**src/rtl/alu_pkg.sv**
```systemverilog
// Shared definitions for the alu_mdu execute unit.
// Holds the instruction-field constants, the internal op-select and FSM
// enums, and small decode helpers used by the top level and by mdu_iter.
package alu_pkg;

  localparam logic [6:0] OP_REG        = 7'b0110011;
  localparam logic [6:0] OP_IMM        = 7'b0010011;
  localparam logic [6:0] FUNCT7_BASE   = 7'b0000000;
  localparam logic [6:0] FUNCT7_ALT    = 7'b0100000;
  localparam logic [6:0] FUNCT7_MULDIV = 7'b0000001;

  // ALU funct3 codes
  localparam logic [2:0] F3_ADD  = 3'b000;
  localparam logic [2:0] F3_SLL  = 3'b001;
  localparam logic [2:0] F3_SLT  = 3'b010;
  localparam logic [2:0] F3_SLTU = 3'b011;
  localparam logic [2:0] F3_XOR  = 3'b100;
  localparam logic [2:0] F3_SR   = 3'b101;
  localparam logic [2:0] F3_OR   = 3'b110;
  localparam logic [2:0] F3_AND  = 3'b111;

  // M-extension funct3 codes; bit 2 set means a divide-class op
  localparam logic [2:0] F3_MUL    = 3'b000;
  localparam logic [2:0] F3_MULH   = 3'b001;
  localparam logic [2:0] F3_MULHSU = 3'b010;
  localparam logic [2:0] F3_MULHU  = 3'b011;
  localparam logic [2:0] F3_DIV    = 3'b100;
  localparam logic [2:0] F3_DIVU   = 3'b101;
  localparam logic [2:0] F3_REM    = 3'b110;
  localparam logic [2:0] F3_REMU   = 3'b111;

  typedef enum logic [3:0] {
    ALU_ADD, ALU_SUB, ALU_SLL, ALU_SLT, ALU_SLTU, ALU_XOR,
    ALU_SRL, ALU_SRA, ALU_OR, ALU_AND, ALU_MDU, ALU_ILL
  } op_sel_e;

  typedef enum logic [1:0] {
    IDLE = 2'b00,
    CALC = 2'b01,
    FIX  = 2'b10
  } state_e;

  // Map an ALU funct3 to an op select; alt distinguishes SUB/SRA.
  function automatic op_sel_e alu_sel(input logic [2:0] f3, input logic alt);
    op_sel_e sel;
    case (f3)
      F3_ADD:  sel = alt ? ALU_SUB : ALU_ADD;
      F3_SLL:  sel = ALU_SLL;
      F3_SLT:  sel = ALU_SLT;
      F3_SLTU: sel = ALU_SLTU;
      F3_XOR:  sel = ALU_XOR;
      F3_SR:   sel = alt ? ALU_SRA : ALU_SRL;
      F3_OR:   sel = ALU_OR;
      F3_AND:  sel = ALU_AND;
      default: sel = ALU_ILL;
    endcase
    return sel;
  endfunction

  // Operand a is treated as signed for MULH, MULHSU, DIV and REM.
  function automatic logic m_signed_a(input logic [2:0] f3);
    return (f3 == F3_MULH) || (f3 == F3_MULHSU) || (f3 == F3_DIV) || (f3 == F3_REM);
  endfunction

  // Operand b is treated as signed for MULH, DIV and REM.
  function automatic logic m_signed_b(input logic [2:0] f3);
    return (f3 == F3_MULH) || (f3 == F3_DIV) || (f3 == F3_REM);
  endfunction

endpackage

```
**src/rtl/mdu_iter.sv**
```systemverilog
// Iterative multiply/divide engine.
// Works on operand magnitudes: BITS shift-add steps for multiplies, BITS
// restoring shift-subtract steps for divides, then one FIX cycle applying
// the sign correction. Latency from start to done is BITS+1 edges.
// Ports: clk, rst (sync, active high), start_i (accept an op), f3_i (M funct3),
//        a_i/b_i (operands), busy_o (not IDLE), done_o (FIX cycle),
//        res_o (corrected result, valid while done_o).
module mdu_iter
  import alu_pkg::*;
#(
  parameter int BITS = 32
) (
  input  logic            clk,
  input  logic            rst,
  input  logic            start_i,
  input  logic [2:0]      f3_i,
  input  logic [BITS-1:0] a_i,
  input  logic [BITS-1:0] b_i,
  output logic            busy_o,
  output logic            done_o,
  output logic [BITS-1:0] res_o
);

  localparam int CW = $clog2(BITS);
  localparam logic [CW-1:0] CNT_MAX = CW'(BITS - 1);

  state_e            state_q, state_d;
  logic [CW-1:0]     cnt_q, cnt_d;
  // mul: {0, partial product high, multiplier/low}; div: {remainder, quotient}
  logic [2*BITS:0]   acc_q, acc_d;
  logic [BITS-1:0]   opb_q, opb_d;   // multiplicand or divisor magnitude
  logic [2:0]        f3_q, f3_d;
  logic              neg_q, neg_d;   // negate product / quotient
  logic              rneg_q, rneg_d; // negate remainder (dividend sign)
  logic              dz_q, dz_d;     // divide by zero

  logic              a_neg_s, b_neg_s;
  logic [BITS-1:0]   a_mag_s, b_mag_s;
  logic [BITS:0]     mul_hi_s, div_diff_s;
  logic [2*BITS:0]   mul_step_s, div_shift_s, div_step_s;
  logic [2*BITS-1:0] prod_s;
  logic [BITS-1:0]   quo_s, rem_s;

  assign a_neg_s = m_signed_a(f3_i) & a_i[BITS-1];
  assign b_neg_s = m_signed_b(f3_i) & b_i[BITS-1];
  assign a_mag_s = a_neg_s ? ({BITS{1'b0}} - a_i) : a_i;
  assign b_mag_s = b_neg_s ? ({BITS{1'b0}} - b_i) : b_i;

  // Multiply step: conditionally add multiplicand to the high half, then shift right.
  assign mul_hi_s   = {1'b0, acc_q[2*BITS-1:BITS]} + (acc_q[0] ? {1'b0, opb_q} : {(BITS+1){1'b0}});
  assign mul_step_s = {1'b0, mul_hi_s, acc_q[BITS-1:1]};

  // Divide step: shift left, trial-subtract divisor; MSB of the difference is the borrow.
  assign div_shift_s = {acc_q[2*BITS-1:0], 1'b0};
  assign div_diff_s  = div_shift_s[2*BITS:BITS] - {1'b0, opb_q};
  assign div_step_s  = div_diff_s[BITS] ? div_shift_s : {div_diff_s, div_shift_s[BITS-1:1], 1'b1};

  assign busy_o = (state_q != IDLE);
  assign done_o = (state_q == FIX);

  // Sign correction and result selection for the FIX cycle
  always_comb begin
    prod_s = neg_q ? ({(2*BITS){1'b0}} - acc_q[2*BITS-1:0]) : acc_q[2*BITS-1:0];
    // A zero divisor keeps the all-ones quotient regardless of operand signs
    quo_s  = (neg_q && !dz_q) ? ({BITS{1'b0}} - acc_q[BITS-1:0]) : acc_q[BITS-1:0];
    rem_s  = rneg_q ? ({BITS{1'b0}} - acc_q[2*BITS-1:BITS]) : acc_q[2*BITS-1:BITS];
    case (f3_q)
      F3_MUL:                       res_o = prod_s[BITS-1:0];
      F3_MULH, F3_MULHSU, F3_MULHU: res_o = prod_s[2*BITS-1:BITS];
      F3_DIV, F3_DIVU:              res_o = quo_s;
      F3_REM, F3_REMU:              res_o = rem_s;
      default:                      res_o = {BITS{1'b0}};
    endcase
  end

  // Next-state logic for the IDLE -> CALC -> FIX sequence and datapath registers
  always_comb begin
    state_d = state_q;
    cnt_d   = cnt_q;
    acc_d   = acc_q;
    opb_d   = opb_q;
    f3_d    = f3_q;
    neg_d   = neg_q;
    rneg_d  = rneg_q;
    dz_d    = dz_q;
    case (state_q)
      IDLE: begin
        if (start_i) begin
          state_d = CALC;
          cnt_d   = CNT_MAX;
          f3_d    = f3_i;
          neg_d   = a_neg_s ^ b_neg_s;
          rneg_d  = a_neg_s;
          dz_d    = (b_i == {BITS{1'b0}});
          opb_d   = f3_i[2] ? b_mag_s : a_mag_s;
          acc_d   = {{(BITS+1){1'b0}}, (f3_i[2] ? a_mag_s : b_mag_s)};
        end else begin
          state_d = IDLE;
        end
      end
      CALC: begin
        acc_d = f3_q[2] ? div_step_s : mul_step_s;
        cnt_d = cnt_q - {{(CW-1){1'b0}}, 1'b1};
        if (cnt_q == {CW{1'b0}}) begin
          state_d = FIX;
        end else begin
          state_d = CALC;
        end
      end
      FIX:     state_d = IDLE;
      default: state_d = IDLE;
    endcase
  end

  // State and datapath registers with synchronous reset
  always_ff @(posedge clk) begin
    if (rst) begin
      state_q <= IDLE;
      cnt_q   <= {CW{1'b0}};
      acc_q   <= {(2*BITS+1){1'b0}};
      opb_q   <= {BITS{1'b0}};
      f3_q    <= 3'b000;
      neg_q   <= 1'b0;
      rneg_q  <= 1'b0;
      dz_q    <= 1'b0;
    end else begin
      state_q <= state_d;
      cnt_q   <= cnt_d;
      acc_q   <= acc_d;
      opb_q   <= opb_d;
      f3_q    <= f3_d;
      neg_q   <= neg_d;
      rneg_q  <= rneg_d;
      dz_q    <= dz_d;
    end
  end

endmodule

```
**src/rtl/alu_mdu.sv**
```systemverilog
// RV32IM execute unit: decode, single-cycle ALU, handshake and result register,
// with multiply/divide delegated to mdu_iter.
// Ports: clk, rst (sync, active high), in_valid/in_ready (input handshake),
//        instr (raw instruction), a (rs1), b (rs2 or immediate),
//        out_valid (one-cycle result pulse), res (result), out_illegal.
module alu_mdu
  import alu_pkg::*;
#(
  parameter int BITS = 32
) (
  input  logic            clk,
  input  logic            rst,
  input  logic            in_valid,
  output logic            in_ready,
  input  logic [31:0]     instr,
  input  logic [BITS-1:0] a,
  input  logic [BITS-1:0] b,
  output logic            out_valid,
  output logic [BITS-1:0] res,
  output logic            out_illegal
);

  localparam int SHW = $clog2(BITS);

  logic [6:0]      opcode_s, funct7_s;
  logic [2:0]      funct3_s;
  logic [SHW-1:0]  shamt_s;
  logic            unused_instr_s;
  op_sel_e         op_sel_s;
  logic [BITS-1:0] alu_res_s;
  logic            accept_s, mdu_start_s, mdu_busy_s, mdu_done_s;
  logic [BITS-1:0] mdu_res_s;
  logic [BITS-1:0] res_q, res_d;
  logic            out_valid_q, out_valid_d;
  logic            illegal_q, illegal_d;

  assign opcode_s       = instr[6:0];
  assign funct3_s       = instr[14:12];
  assign funct7_s       = instr[31:25];
  assign unused_instr_s = ^{instr[24:15], instr[11:7]};
  assign shamt_s        = b[SHW-1:0];

  assign in_ready    = ~mdu_busy_s;
  assign accept_s    = in_valid & in_ready;
  assign mdu_start_s = accept_s & (op_sel_s == ALU_MDU);

  // Instruction decode into an internal op select
  always_comb begin
    op_sel_s = ALU_ILL;
    case (opcode_s)
      OP_REG: begin
        if (funct7_s == FUNCT7_MULDIV) begin
          op_sel_s = ALU_MDU;
        end else if (funct7_s == FUNCT7_BASE) begin
          op_sel_s = alu_sel(funct3_s, 1'b0);
        end else if ((funct7_s == FUNCT7_ALT) && ((funct3_s == F3_ADD) || (funct3_s == F3_SR))) begin
          op_sel_s = alu_sel(funct3_s, 1'b1);
        end else begin
          op_sel_s = ALU_ILL;
        end
      end
      OP_IMM: begin
        // ADDI has no SUB form; its upper bits are immediate
        if (funct3_s == F3_ADD) begin
          op_sel_s = ALU_ADD;
        end else if ((funct3_s == F3_SLL) && (funct7_s != FUNCT7_BASE)) begin
          op_sel_s = ALU_ILL;
        end else begin
          op_sel_s = alu_sel(funct3_s, instr[30]);
        end
      end
      default: op_sel_s = ALU_ILL;
    endcase
  end

  // Single-cycle ALU datapath
  always_comb begin
    alu_res_s = {BITS{1'b0}};
    case (op_sel_s)
      ALU_ADD:  alu_res_s = a + b;
      ALU_SUB:  alu_res_s = a - b;
      ALU_SLL:  alu_res_s = a << shamt_s;
      ALU_SLT:  alu_res_s = {{(BITS-1){1'b0}}, ($signed(a) < $signed(b))};
      ALU_SLTU: alu_res_s = {{(BITS-1){1'b0}}, (a < b)};
      ALU_XOR:  alu_res_s = a ^ b;
      ALU_SRL:  alu_res_s = a >> shamt_s;
      ALU_SRA:  alu_res_s = $signed(a) >>> shamt_s;
      ALU_OR:   alu_res_s = a | b;
      ALU_AND:  alu_res_s = a & b;
      default:  alu_res_s = {BITS{1'b0}};
    endcase
  end

  mdu_iter #(
    .BITS(BITS)
  ) u_mdu (
    .clk     (clk),
    .rst     (rst),
    .start_i (mdu_start_s),
    .f3_i    (funct3_s),
    .a_i     (a),
    .b_i     (b),
    .busy_o  (mdu_busy_s),
    .done_o  (mdu_done_s),
    .res_o   (mdu_res_s)
  );

  // Result register next state; MDU completion and a new accept never coincide
  always_comb begin
    out_valid_d = 1'b0;
    res_d       = res_q;
    illegal_d   = illegal_q;
    if (mdu_done_s) begin
      out_valid_d = 1'b1;
      res_d       = mdu_res_s;
      illegal_d   = 1'b0;
    end else if (accept_s && (op_sel_s != ALU_MDU)) begin
      out_valid_d = 1'b1;
      res_d       = alu_res_s;
      illegal_d   = (op_sel_s == ALU_ILL);
    end else begin
      out_valid_d = 1'b0;
    end
  end

  // Output registers with synchronous reset
  always_ff @(posedge clk) begin
    if (rst) begin
      out_valid_q <= 1'b0;
      res_q       <= {BITS{1'b0}};
      illegal_q   <= 1'b0;
    end else begin
      out_valid_q <= out_valid_d;
      res_q       <= res_d;
      illegal_q   <= illegal_d;
    end
  end

  assign out_valid   = out_valid_q;
  assign res         = res_q;
  assign out_illegal = illegal_q;

endmodule
```
**config.mk**
```make
export PLATFORM = sky130hd
export DESIGN_NAME = alu_mdu
export DESIGN_NICKNAME = d
export VERILOG_FILES = /design/src/rtl/alu_pkg.sv /design/src/rtl/mdu_iter.sv /design/src/rtl/alu_mdu.sv
export SDC_FILE = /design/constraint.sdc
export NUM_CORES = 1
export LEC_CHECK = 0
export ABC_AREA = 1
export BUFFER_PORTS_ARGS = -buffer_cell sky130_fd_sc_hd__buf_4
export CORE_MARGIN = 2
export CORE_UTILIZATION = 40
export DETAILED_ROUTE_END_ITERATION = 8
export HOLD_SLACK_MARGIN = 0.06
export PLACE_DENSITY = 0.56
export SLEW_MARGIN = 30
export SYNTH_ARGS = -nofsm -noshare
export SYNTH_HDL_FRONTEND = slang
export SYNTH_HIERARCHICAL = 1
export SYNTH_SLANG_ARGS = --single-unit
```
**constraint.sdc**
```tcl
create_clock -name clk -period 5.6 [get_ports clk]
set_input_delay 0.56 -clock clk [delete_from_list [all_inputs] [get_ports clk]]
set_output_delay 0.56 -clock clk [all_outputs]
set_load 0.05 [all_outputs]
```
* After elaboration in Yosys (flattened, before gate mapping)
Memories as Yosys holds them, arrays and structs flattened. Cells that the tools add are included.
Cells by class: add/sub/neg operators 10, magnitude comparators 2, equality and inequality tests 33, shifts and indexed selects 3, multiplexer cells 31, bitwise operators 9, reductions and logical operators 28
Operator list (count):
- $pmux 32 s10 | 1
- $mux 32 | 9
- $mux 64 | 4
- $pmux 32 s4 | 1
- $pmux 64 s2 | 1
- $sub 1x32->32 const A | 4
- $lt 32x32->1 | 2
- $sub 1x64->64 const A | 1
- $add 32x32->33 | 1
- $sub 33x32->33 | 1
- $add 32x32->32 | 1
- $and 32x32->32 | 1
- $logic_not 32->1 | 1
- $or 32x32->32 | 1
- $shl 32x5->32 | 1
- $shr 32x5->32 | 1
- $sshr 32x5->32 | 1
- $sub 32x32->32 | 1
- $xor 32x32->32 | 1
- $pmux 4 s7 | 1
- $eq 3x3->1 const B | 8
- $mux 4 | 5
- $eq 4x3->1 const B | 4
- $eq 4x4->1 const B | 4
- 34 further kinds | 60
Storage, ports and cells: register bits after elaboration 143, memory bits (read-only) 64, input port bits 99, output and inout bits 35, memories 2
Memories:
- (name not given) | depth 8, bits a word 4, read ports 1, clocked after memory_dff 0, write ports 0, RTL line alu_pkg.sv:46 | case (f3)
- (name not given) | depth 8, bits a word 4, read ports 1, clocked after memory_dff 0, write ports 0, RTL line alu_pkg.sv:46

* Logic depth before layout (Yosys ltp)
Gate-level depths: netlist of run 1.
depth after elaboration 11, depth in mapped cells 22, mapped depth without buffers 22

* Hierarchy
Netlist of run 1, hierarchy kept.
By module, submodules not included:
- mdu_iter | instances 1, cells an instance 3088, area an instance 16303.1 um^2
- alu_mdu | instances 1, cells an instance 2576, area an instance 12633.4 um^2

* Worst setup path before layout of run 1
OpenSTA, ideal clock, no wires.
kind in2reg, start point input port b[4], end point register res_q[19], in the netlist res[19], setup time 0.112 ns, arrival time 2.955 ns, data required time 5.488 ns, path slack 2.533 ns, stages 19, cells stage by stage clkbuf_1 > inv_1 > clkbuf_1 > clkbuf_1 > ha_1 > clkbuf_1 > inv_1 > a21oi_1 > nor2_1 > o21ai_0 > nand3_1 > nand2_1 > nand3_1 > nand2_1 > nor2_1 > nor2_1 > nand3_1 > nand2_1 > nand2_1
On the way: cells in the longest elaborated chain, start to end 4, elaborated cells on any way between the ends 8
Ends and longest elaborated chain:
- start, declared | RTL line alu_mdu.sv:17 | input logic [BITS-1:0] b,
- $sub 32x32->32 (tied with other cells) | RTL line alu_mdu.sv:81 | ALU_SUB: alu_res_s = a - b;
- $pmux 32 s10 * | RTL line alu_mdu.sv:79 | case (op_sel_s)
- $mux 32 * | RTL line alu_mdu.sv:117 | end else if (accept_s && (op_sel_s != ALU_MDU)) begin
- $mux 32 * | RTL line alu_mdu.sv:113 | if (mdu_done_s) begin
- end signal, assigned | RTL line alu_mdu.sv:130 | res_q <= {BITS{1'b0}};
- end signal, assigned | RTL line alu_mdu.sv:134 | res_q <= res_d;
- end, declared | RTL line alu_mdu.sv:33 | logic [BITS-1:0] res_q, res_d;
Mark *: on every way between the ends. The rest lies on a longest branch, timed or not. The select of a mux whose other input is x is not followed. A chain may end at the register's enable or synchronous reset.

* Worst setup path in the final report of run 1
start point register u_mdu.acc_q[31], end point register u_mdu.acc_q[59]
On the way: cells in the longest elaborated chain, start to end 4
Ends and longest elaborated chain:
- start, declared | RTL line mdu_iter.sv:30 | logic [2*BITS:0] acc_q, acc_d;
- start signal, assigned | RTL line mdu_iter.sv:120 | acc_q <= {(2*BITS+1){1'b0}};
- $sub 33x32->33 | RTL line mdu_iter.sv:55 | assign div_diff_s = div_shift_s[2*BITS:BITS] - {1'b0, opb_q};
- $mux 64 | RTL line mdu_iter.sv:56 | assign div_step_s = div_diff_s[BITS] ? div_shift_s : {div_diff_s, div_shift_s[BITS-1:1], 1'b1};
- $mux 64 | RTL line mdu_iter.sv:102 | acc_d = f3_q[2] ? div_step_s : mul_step_s;
- $pmux 64 s2 | RTL line mdu_iter.sv:86 | case (state_q)
Every way passes these cells.

==> results by stage, run 1 <==
Status:
- The flow ran to the end, and the final reports show no timing, DRC or antenna violations.

Synthesis:
- After synthesis, the netlist uses 59 different library cells.
- The synthesized area per cell is 5.11 µm².
- The area share of the largest cell type after synthesis is 0.238.
- The cell area after technology mapping is 28900 µm².
- Counting flops with an async set or reset pin after synthesis yields a share of 0.
- The instance count of the mapped netlist is 5664.
- Yosys printed 6 warnings.
- The most common cell in the synthesized netlist is sky130_fd_sc_hd__nand2_1.
- Of the synthesized area, sequential elements account for 0.0989.
- The synthesized design contains 143 register bits.
- By count the netlist is led by sky130_fd_sc_hd__nand2_1 (1832), sky130_fd_sc_hd__inv_1 (844), sky130_fd_sc_hd__nand3_1 (745).
- In this run, synthesis inferred 0 flip-flops with an integrated enable.
- By area the synthesized netlist is led by sky130_fd_sc_hd__nand2_1 (24%), sky130_fd_sc_hd__nand3_1 (13%), sky130_fd_sc_hd__inv_1 (11%).
- The synthesized netlist net count is 5939.
- Among all flip-flop cells after synthesis, the most frequent one is sky130_fd_sc_hd__dfxtp_1.
- The cell taking the most area after synthesis is sky130_fd_sc_hd__nand2_1.

Clock tree:
- The H-tree generated during clock tree synthesis spans 4 levels.
- The clock transition at the registers of the reported paths is 70 ps.
- The buffers inserted during post-CTS setup optimization is 0.
- The number of buffers on the longest clock path is 2.
- Clock tree synthesis found a total of 143 sinks.
- The clock root buffer is sky130_fd_sc_hd__clkbuf_16.
- The clock tree from TritonCTS is built.
- At the later pin of the worst-skew pair, clock insertion delay measures 480 ps.
- For this design, the CTS-stage hold fixing added 0 buffers.
- The clock buffer count from CTS is 17.
- The total of cells resized after clock tree synthesis is 0.

Min path:
- The end of the worst hold path is u_mdu/state_q[1].
- The number of stages on the worst hold path is 2.
- In this run the worst hold path is classified as primary input to flop.
- The critical hold path startpoint is rst.

Placed design:
- The total instance count after detailed placement is 6537.
- Port buffering added 118 buffers.
- The routability congestion estimate is 1.12.
- The estimated wirelength of the detail-placed design is 114000 µm.

Floorplan:
- During I/O placement, the number of pins put on the boundary was 134.
- From left edge to right edge, the die measures 273 µm.
- The die covers 74500 µm².
- The die outline height is 273 µm.
- The area of the core is 71600 µm².
- For this configuration, the core starts out at a cell density of 0.404.
- The floorplan row count is 98.

Routing:
- The count of routing violations after the opening detailed-route iteration is 4182.
- The wire length per cell after detailed routing is 21.8 µm.
- The post-detailed-route via-to-cell ratio is 5.61.
- The post-detailed-routing wire length is 144000 µm.
- The detailed-route DRC error count is 0.
- The detailed-route via count is 36848.
- Once detail routing completed, the nets flagged for antenna violations numbered 0.
- The first TritonRoute pass finished after 6 iterations.

Setup path:
- The worst register-to-register path has a depth of 19.
- In this run the critical register-to-register path is captured at u_mdu/acc_q[59].
- The launch instance of the worst register-to-register path is u_mdu/acc_q[31].
- The worst endpoint data arrival time is 4220 ps.
- The highest net fanout along the worst path is 33.
- The critical path goes through inv_1, ha_1, fa_1, inv_1, nand2_1, nand2_1, nand3_1, nand2_2, nand2_1, nand2_2, nand2_4, nand2_4, nand2_4, nand2_4, nand2_1, nand2_1, nand2_1, nand2_1, a21oi_1.
- The most numerous cell on the critical path is sky130_fd_sc_hd__nand2_1.
- Broken down by cell family, the worst path's largest delay share belongs to simple AND/OR/NAND/NOR gates.
- STA classifies the critical path startpoint as a flop.
- The data required time of the critical path is 5920 ps.
- The number of buffers and inverters on the critical path is 2.
- By startpoint and endpoint, the worst setup path is classified as flop to flop.
- The launching instance or port of the critical path is u_mdu/acc_q[31].
- The slowest stage of the critical path belongs to the cell sky130_fd_sc_hd__dfxtp_1.
- For this run, the slowest stage of the critical path takes 680 ps.
- STA classifies the critical path endpoint as a flop.
- Across all register-to-register paths, the minimum setup slack is 1700 ps.

Pwr:
- The leakage dissipation is 16.8 nW.
- The total power is 3.77 mW.
- Dividing total power by cell area gives a power density of 122 nW/µm².
- The worst voltage drop across the vdd grid is 228 µV.

GRT:
- Entering global routing, the biggest net connects 75 pins.
- The global route total overflow is 0.
- Across every metal layer, demand over resource in global routing totals 0.378.
- The initial antenna violation count is 5.
- The first-pass GRT wire length is 212000 µm.
- The via count of the first global-routing pass is 33821.

Flow run:
- The number of maximum-capacitance violations is 0.

Final layout:
- Relative to the synthesized area, the layout overhead comes to 7.07%.
- The net count reported at finish is 5882.
- The final core utilization is 0.433.
- The layout cell share with drive strength beyond 1 is 0.0532.
- For this run, the number of standard cells in the final layout without fillers is 6572.

STA:
- The setup skew after layout is 14.2 ps.
- The total of endpoints with negative setup slack in the final report is 0.
- After routing, the total negative slack on setup checks comes to 0 ps.
- Based on the critical path, the design can be clocked at up to 257 MHz.
- The number of hold violations in the final report is 0.
- For the finished layout, the period the worst path requires is 3900 ps.
- The relative slew slack is 0.323.
- In the finished design, the share of the clock period the worst path needs comes to 0.696.
- The final number of max-transition violations is 0.
- Setup repair after global routing left no endpoint under its margin.
- At the pin with the least slew margin, the transition time is 1010 ps.
[routing by layer]
layer	part of all wire	routed length, µm	global-route usage
met5	0.000091	13	0
met4	0.10	14600	0.318
met3	0.083	11900	0.0539
met2	0.42	60200	0.579
met1	0.40	56800	0.467
[cells by family (layout without fill, tap and decap cells)]
group	after synthesis	count (layout)	synth area share
simple gates	3300	3300	0.485
buf+inv	1108	1064	0.148
compound gates	806	806	0.151
fa+ha+maj	176	176	0.0771
flops	143	143	0.0989
xor+xnor	131	131	0.0397
other cells	0	2	0
[cells in the final DEF, fill, tap and decap left out, types with 13 or more instances in the layout]
cell type                   instances
sky130_fd_sc_hd__nand2_1         1832
sky130_fd_sc_hd__inv_1            841
sky130_fd_sc_hd__nand3_1          745
sky130_fd_sc_hd__nor2_1           472
sky130_fd_sc_hd__o21ai_0          354
sky130_fd_sc_hd__a21oi_1          317
sky130_fd_sc_hd__ha_1             172
sky130_fd_sc_hd__buf_4            162
sky130_fd_sc_hd__dfxtp_1          141
sky130_fd_sc_hd__xor2_1           106
sky130_fd_sc_hd__nand4_1           75
sky130_fd_sc_hd__nor3_1            51
sky130_fd_sc_hd__o211ai_1          43
sky130_fd_sc_hd__xnor2_1           25
sky130_fd_sc_hd__inv_2             21
sky130_fd_sc_hd__nand3b_1          20
sky130_fd_sc_hd__clkbuf_16         17
sky130_fd_sc_hd__nor2_2            16
sky130_fd_sc_hd__and2_1            15
sky130_fd_sc_hd__or2_2             15
sky130_fd_sc_hd__nand2_2           13
sky130_fd_sc_hd__nor2_4            13
[how the worst max path moves through the flow]
stage                      end  slack [ps]  cells after the start
3_3_place_gp   u_mdu/acc_q[30]        1380                     24
2_1_floorplan          res[19]        2530                     19
4_1_cts        u_mdu/acc_q[59]        1700                     19
3_5_place_dp   u_mdu/acc_q[30]        1370                     24
5_1_grt        u_mdu/acc_q[59]        1450                     19
6_report       u_mdu/acc_q[59]        1700                     19
[power breakdown]
| group | internal, mW | switching, mW | total [mW] |
|---|---|---|---|
| sequential | 1.02 | 0.00497 | 1.02 |
| clock | 0.673 | 0.569 | 1.24 |
| combinational | 0.414 | 1.09 | 1.50 |
| total | 2.11 | 1.66 | 3.77 |
[flip-flops by register name (all words and copies together), names as in the netlist, 2 cells and up]
name,count
u_mdu/acc_q,64
res,32
u_mdu/opb_q,32
u_mdu/cnt_q,5
u_mdu/f3_q,3
u_mdu/state_q,2
[worst reg2reg max path: stages, from the launching register on]
cell	delay, ps
sky130_fd_sc_hd__dfxtp_1	680
sky130_fd_sc_hd__inv_1	340
sky130_fd_sc_hd__ha_1	330
sky130_fd_sc_hd__fa_1	420
sky130_fd_sc_hd__inv_1	100
sky130_fd_sc_hd__nand2_1	50
sky130_fd_sc_hd__nand2_1	90
sky130_fd_sc_hd__nand3_1	90
sky130_fd_sc_hd__nand2_2	140
sky130_fd_sc_hd__nand2_1	80
sky130_fd_sc_hd__nand2_2	140
sky130_fd_sc_hd__nand2_4	90
sky130_fd_sc_hd__nand2_4	70
sky130_fd_sc_hd__nand2_4	240
sky130_fd_sc_hd__nand2_4	470
sky130_fd_sc_hd__nand2_1	170
sky130_fd_sc_hd__nand2_1	80
sky130_fd_sc_hd__nand2_1	50
sky130_fd_sc_hd__nand2_1	70
sky130_fd_sc_hd__a21oi_1	60
[layout make-up]
class	instances	area [µm²]
repair buffers	162	1220
multi-input cells	4413	21800
diodes	2	5.00
fillers	8367	40600
clock inverters	14	170
clock buffers	18	429
well taps	950	1190
flip-flops and latches	143	2870
inverters	870	3270
[per-stage QoR]
step / setup slack, ps / hold WS [ps] / area, µm²
final: 1700 / 333 / 31000
after global routing: 1450 / 349 / 31000
after CTS: 1700 / 317 / 31000
after detailed placement: 1370 / 461 / 30400
after global placement: 1380 / 458 / 30400
after floorplan: 2530 / 444 / 28900
No activity file was read; power rests on OpenSTA's default activity.
==> run 2, diff against run 1 <==
==> constraint.sdc (replaced) <==
create_clock -name clk -period 4.03 [get_ports clk]
set_input_delay 0.403 -clock clk [delete_from_list [all_inputs] [get_ports clk]]
set_output_delay 0.403 -clock clk [all_outputs]
set_load 0.05 [all_outputs]
==> run 2 against run 1 <==
Total power up 42%. Worst hold slack worse by 130 ps. Sequential power up 39%. Clock power up 35%. Critical path depth down 5. Design area up 2.2%. Setup slack worse by 1200 ps. Combinational power up 51%. Global-route usage up 2.3 points. Sequential share of layout area down 0.20 points. Routed wire length up 6.3%. Critical path type unchanged.
==> results by stage, run 2 (synthesis results as in run 1) <==
Floorplan:
- The area of the die came to 74500 µm² (unchanged).
- The die outline height came to 273 µm (unchanged).
- The floorplan row count is 98 (unchanged).
- The area of the core is 71600 µm² (unchanged).
- The starting density of the core is 0.404 (unchanged).
- The overall die width is 273 µm (unchanged).
- The number of I/O pins is 134 (unchanged).

GRT:
- The global route total overflow is 0 (unchanged).
- The initial antenna violation count is 2 (was 5).
- The pin count of the biggest net entering global routing was 75 (unchanged).
- The first-pass GRT wire length is 223000 µm (was 212000 µm).
- The global-route usage over all layers is 0.401 (was 0.378).
- The via count of the first global-routing pass came to 34366 (was 33821).

Pwr:
- The power share of the sequential group is 0.266 (was 0.272).
- The power density over the cells is 169 nW/µm² (was 122 nW/µm²).
- The combinational power share was 0.422 (was 0.399).
- The total power is 5.34 mW (was 3.77 mW).
- The net switching component of the power was 2.47 mW (was 1.66 mW).
- The leakage dissipation is 17.3 nW (was 16.8 nW).
- The worst voltage drop across the vdd grid was 321 µV (was 228 µV).
- The share of power burned in the clock network is 0.312 (was 0.330).
- The fraction of power spent switching nets is 0.462 (was 0.441).
- The internal cell power was 2.88 mW (was 2.11 mW).

Final layout:
- The most flop-heavy register is u_mdu/acc_q (unchanged).
- The layout cell share with drive strength beyond 1 is 0.0670 (was 0.0532).
- The final core utilization was 0.442 (was 0.433).
- The most common library cell in the layout ignoring fill and taps is sky130_fd_sc_hd__nand2_1 (unchanged).
- Leading cell types in the layout, fill and taps excluded: sky130_fd_sc_hd__nand2_1 (1832), sky130_fd_sc_hd__inv_1 (841), sky130_fd_sc_hd__nand3_1 (745) (unchanged).
- The area growth from synthesis to layout is 9.48% (was 7.07%).
- The final cell count without fillers is 6655 (was 6572).
- The net count reported at finish is 5965 (was 5882).
- The final instance area is 31700 µm² (was 31000 µm²).
- The number of flip-flops in the largest register was 64 (unchanged).

STA:
- The part of the cycle the worst path needs came to 0.874 (was 0.696).
- The final number of max-transition violations was 0 (unchanged).
- The number of hold violations in the final report was 0 (unchanged).
- RSZ-0062 raised after global routing: false (unchanged).
- The transition time at the pin with the least slew margin was 958 ps (was 1010 ps).
- The time the worst path needs with I/O delays and setup is 3520 ps (was 3900 ps).
- The total of endpoints with negative setup slack in the final report was 0 (unchanged).
- The final sum of negative setup slack is 0 ps (unchanged).
- The setup skew after layout is 18.8 ps (was 14.2 ps).
- The relative slew slack is 0.362 (was 0.323).
- The achievable frequency was 284 MHz (was 257 MHz).

Clock tree:
- The clock latency of the later-clocked register in the worst-skew pair was 480 ps (about the same).
- The number of buffers on the longest clock path is 2 (unchanged).
- The clock buffer count from CTS is 17 (unchanged).
- The clock transition at the registers of the reported paths is 70 ps (about the same).
- The count of hold-fix buffers inserted at cts is 0 (unchanged).
- The maximum level of the CTS H-tree came to 4 (unchanged).
- The total number of clock tree sinks is 143 (unchanged).
- The clock root buffer is sky130_fd_sc_hd__clkbuf_16 (unchanged).
- The total of cells resized after clock tree synthesis came to 0 (unchanged).
- The buffers inserted during post-CTS setup optimization is 0 (unchanged).
- The clock tree from TritonCTS is built (unchanged).

Routing:
- The detailed-route DRC error count is 0 (unchanged).
- The wire length per cell after detailed routing was 22.9 µm (was 21.8 µm).
- The number of optimization iterations in the first detailed-route pass is 8 (was 6).
- The post-detailed-route via-to-cell ratio is 5.63 (was 5.61).
- The remaining number of nets flagged by the antenna check after routing is 0 (unchanged).
- The detailed-route via count is 37452 (was 36848).
- The post-detailed-routing wire length came to 152000 µm (was 144000 µm).
- The count of routing violations after the opening detailed-route iteration came to 4383 (was 4182).

Placed design:
- The placed instance area was 31100 µm² (was 30400 µm²).
- The total instance count after detailed placement is 6621 (was 6537).
- The count of buffers inserted at the top-level ports is 118 (unchanged).
- The estimated wirelength of the detail-placed design came to 125000 µm (was 114000 µm).
- The routability congestion estimate was 1.05 (was 1.12).

Setup path:
- The path type of the worst setup path is flop to flop (unchanged).
- The number of cells on the worst reg-to-reg path was 14 (was 19).
- The highest net fanout along the worst path is 4 (was 33).
- The data required time of the critical path was 4400 ps (was 5920 ps).
- The critical path startpoint category is a flop (unchanged).
- The endpoint type of the worst setup path is a flop (unchanged).
- The worst endpoint data arrival time is 3890 ps (was 4220 ps).

Min path:
- The class of the worst hold path is primary input to flop (unchanged).
- The number of stages on the worst hold path is 2 (unchanged).

Flow run:
- The number of maximum-capacitance violations is 0 (unchanged).

Status:
- Run status: finished, final reports clean (unchanged).
-- run 2: through the flow --
stage	hold slack [ps]	worst slack, ps
after CTS	201	808
after detailed placement	467	514
after global placement	467	543
final	207	507
after floorplan	444	1120
after global routing	205	482
-- run 2: worst paths after layout --
kind,to,startpoint,slack (ps)
worst max-delay path,res[24],u_mdu/acc_q[42],510
worst min-delay path,out_illegal,rst,210
worst max register to register,res[24],u_mdu/acc_q[42],510
worst min register to register,u_mdu/cnt_q[4],u_mdu/cnt_q[4],480
-- run 2: metal layers --
metal,global-route usage,wire length (µm),up-vias
met5,0,0,-
met4,0.305,13900,0
met3,0.0640,13200,423
met2,0.633,66300,1929
met1,0.489,59100,16946
li1,-,-,18154
-- run 2: final cells by class --
cell class                 instances  area [µm²]
clock buffer                      17         425
clock inverter                    15         185
inverter                         870        3270
fill                            8357       39900
antenna                            2        5.00
multi-input combinational       4413       21800
tap                              950        1190
timing repair buffer             245        1910
sequential                       143        2870
-- run 2: critical path, stage by stage (launching register included) --
cell and delay [ps]:
sky130_fd_sc_hd__dfxtp_1 380, sky130_fd_sc_hd__nor2_1 560, sky130_fd_sc_hd__nand3_1 370, sky130_fd_sc_hd__nor2_1 240, sky130_fd_sc_hd__nand2_1 150, sky130_fd_sc_hd__inv_1 110, sky130_fd_sc_hd__nand2_1 70, sky130_fd_sc_hd__o21ai_0 320
sky130_fd_sc_hd__nand2_1 120, sky130_fd_sc_hd__o21ai_0 570, sky130_fd_sc_hd__nand3b_1 180, sky130_fd_sc_hd__nand2_1 170, sky130_fd_sc_hd__nand2_1 70, sky130_fd_sc_hd__nand2_1 60, sky130_fd_sc_hd__nand2_1 50
-- run 2: power by group through the flow --
| stage | sequential (mW) | clock (mW) | combinational (mW) |
|---|---|---|---|
| global route | 1.42 | 1.73 | 2.43 |
| global placement | 1.46 | 0 | 2.18 |
| CTS | 1.42 | 1.68 | 2.18 |
| floorplan | 1.46 | 0 | 1.32 |
| detailed placement | 1.46 | 0 | 2.17 |
| finish | 1.42 | 1.67 | 2.26 |
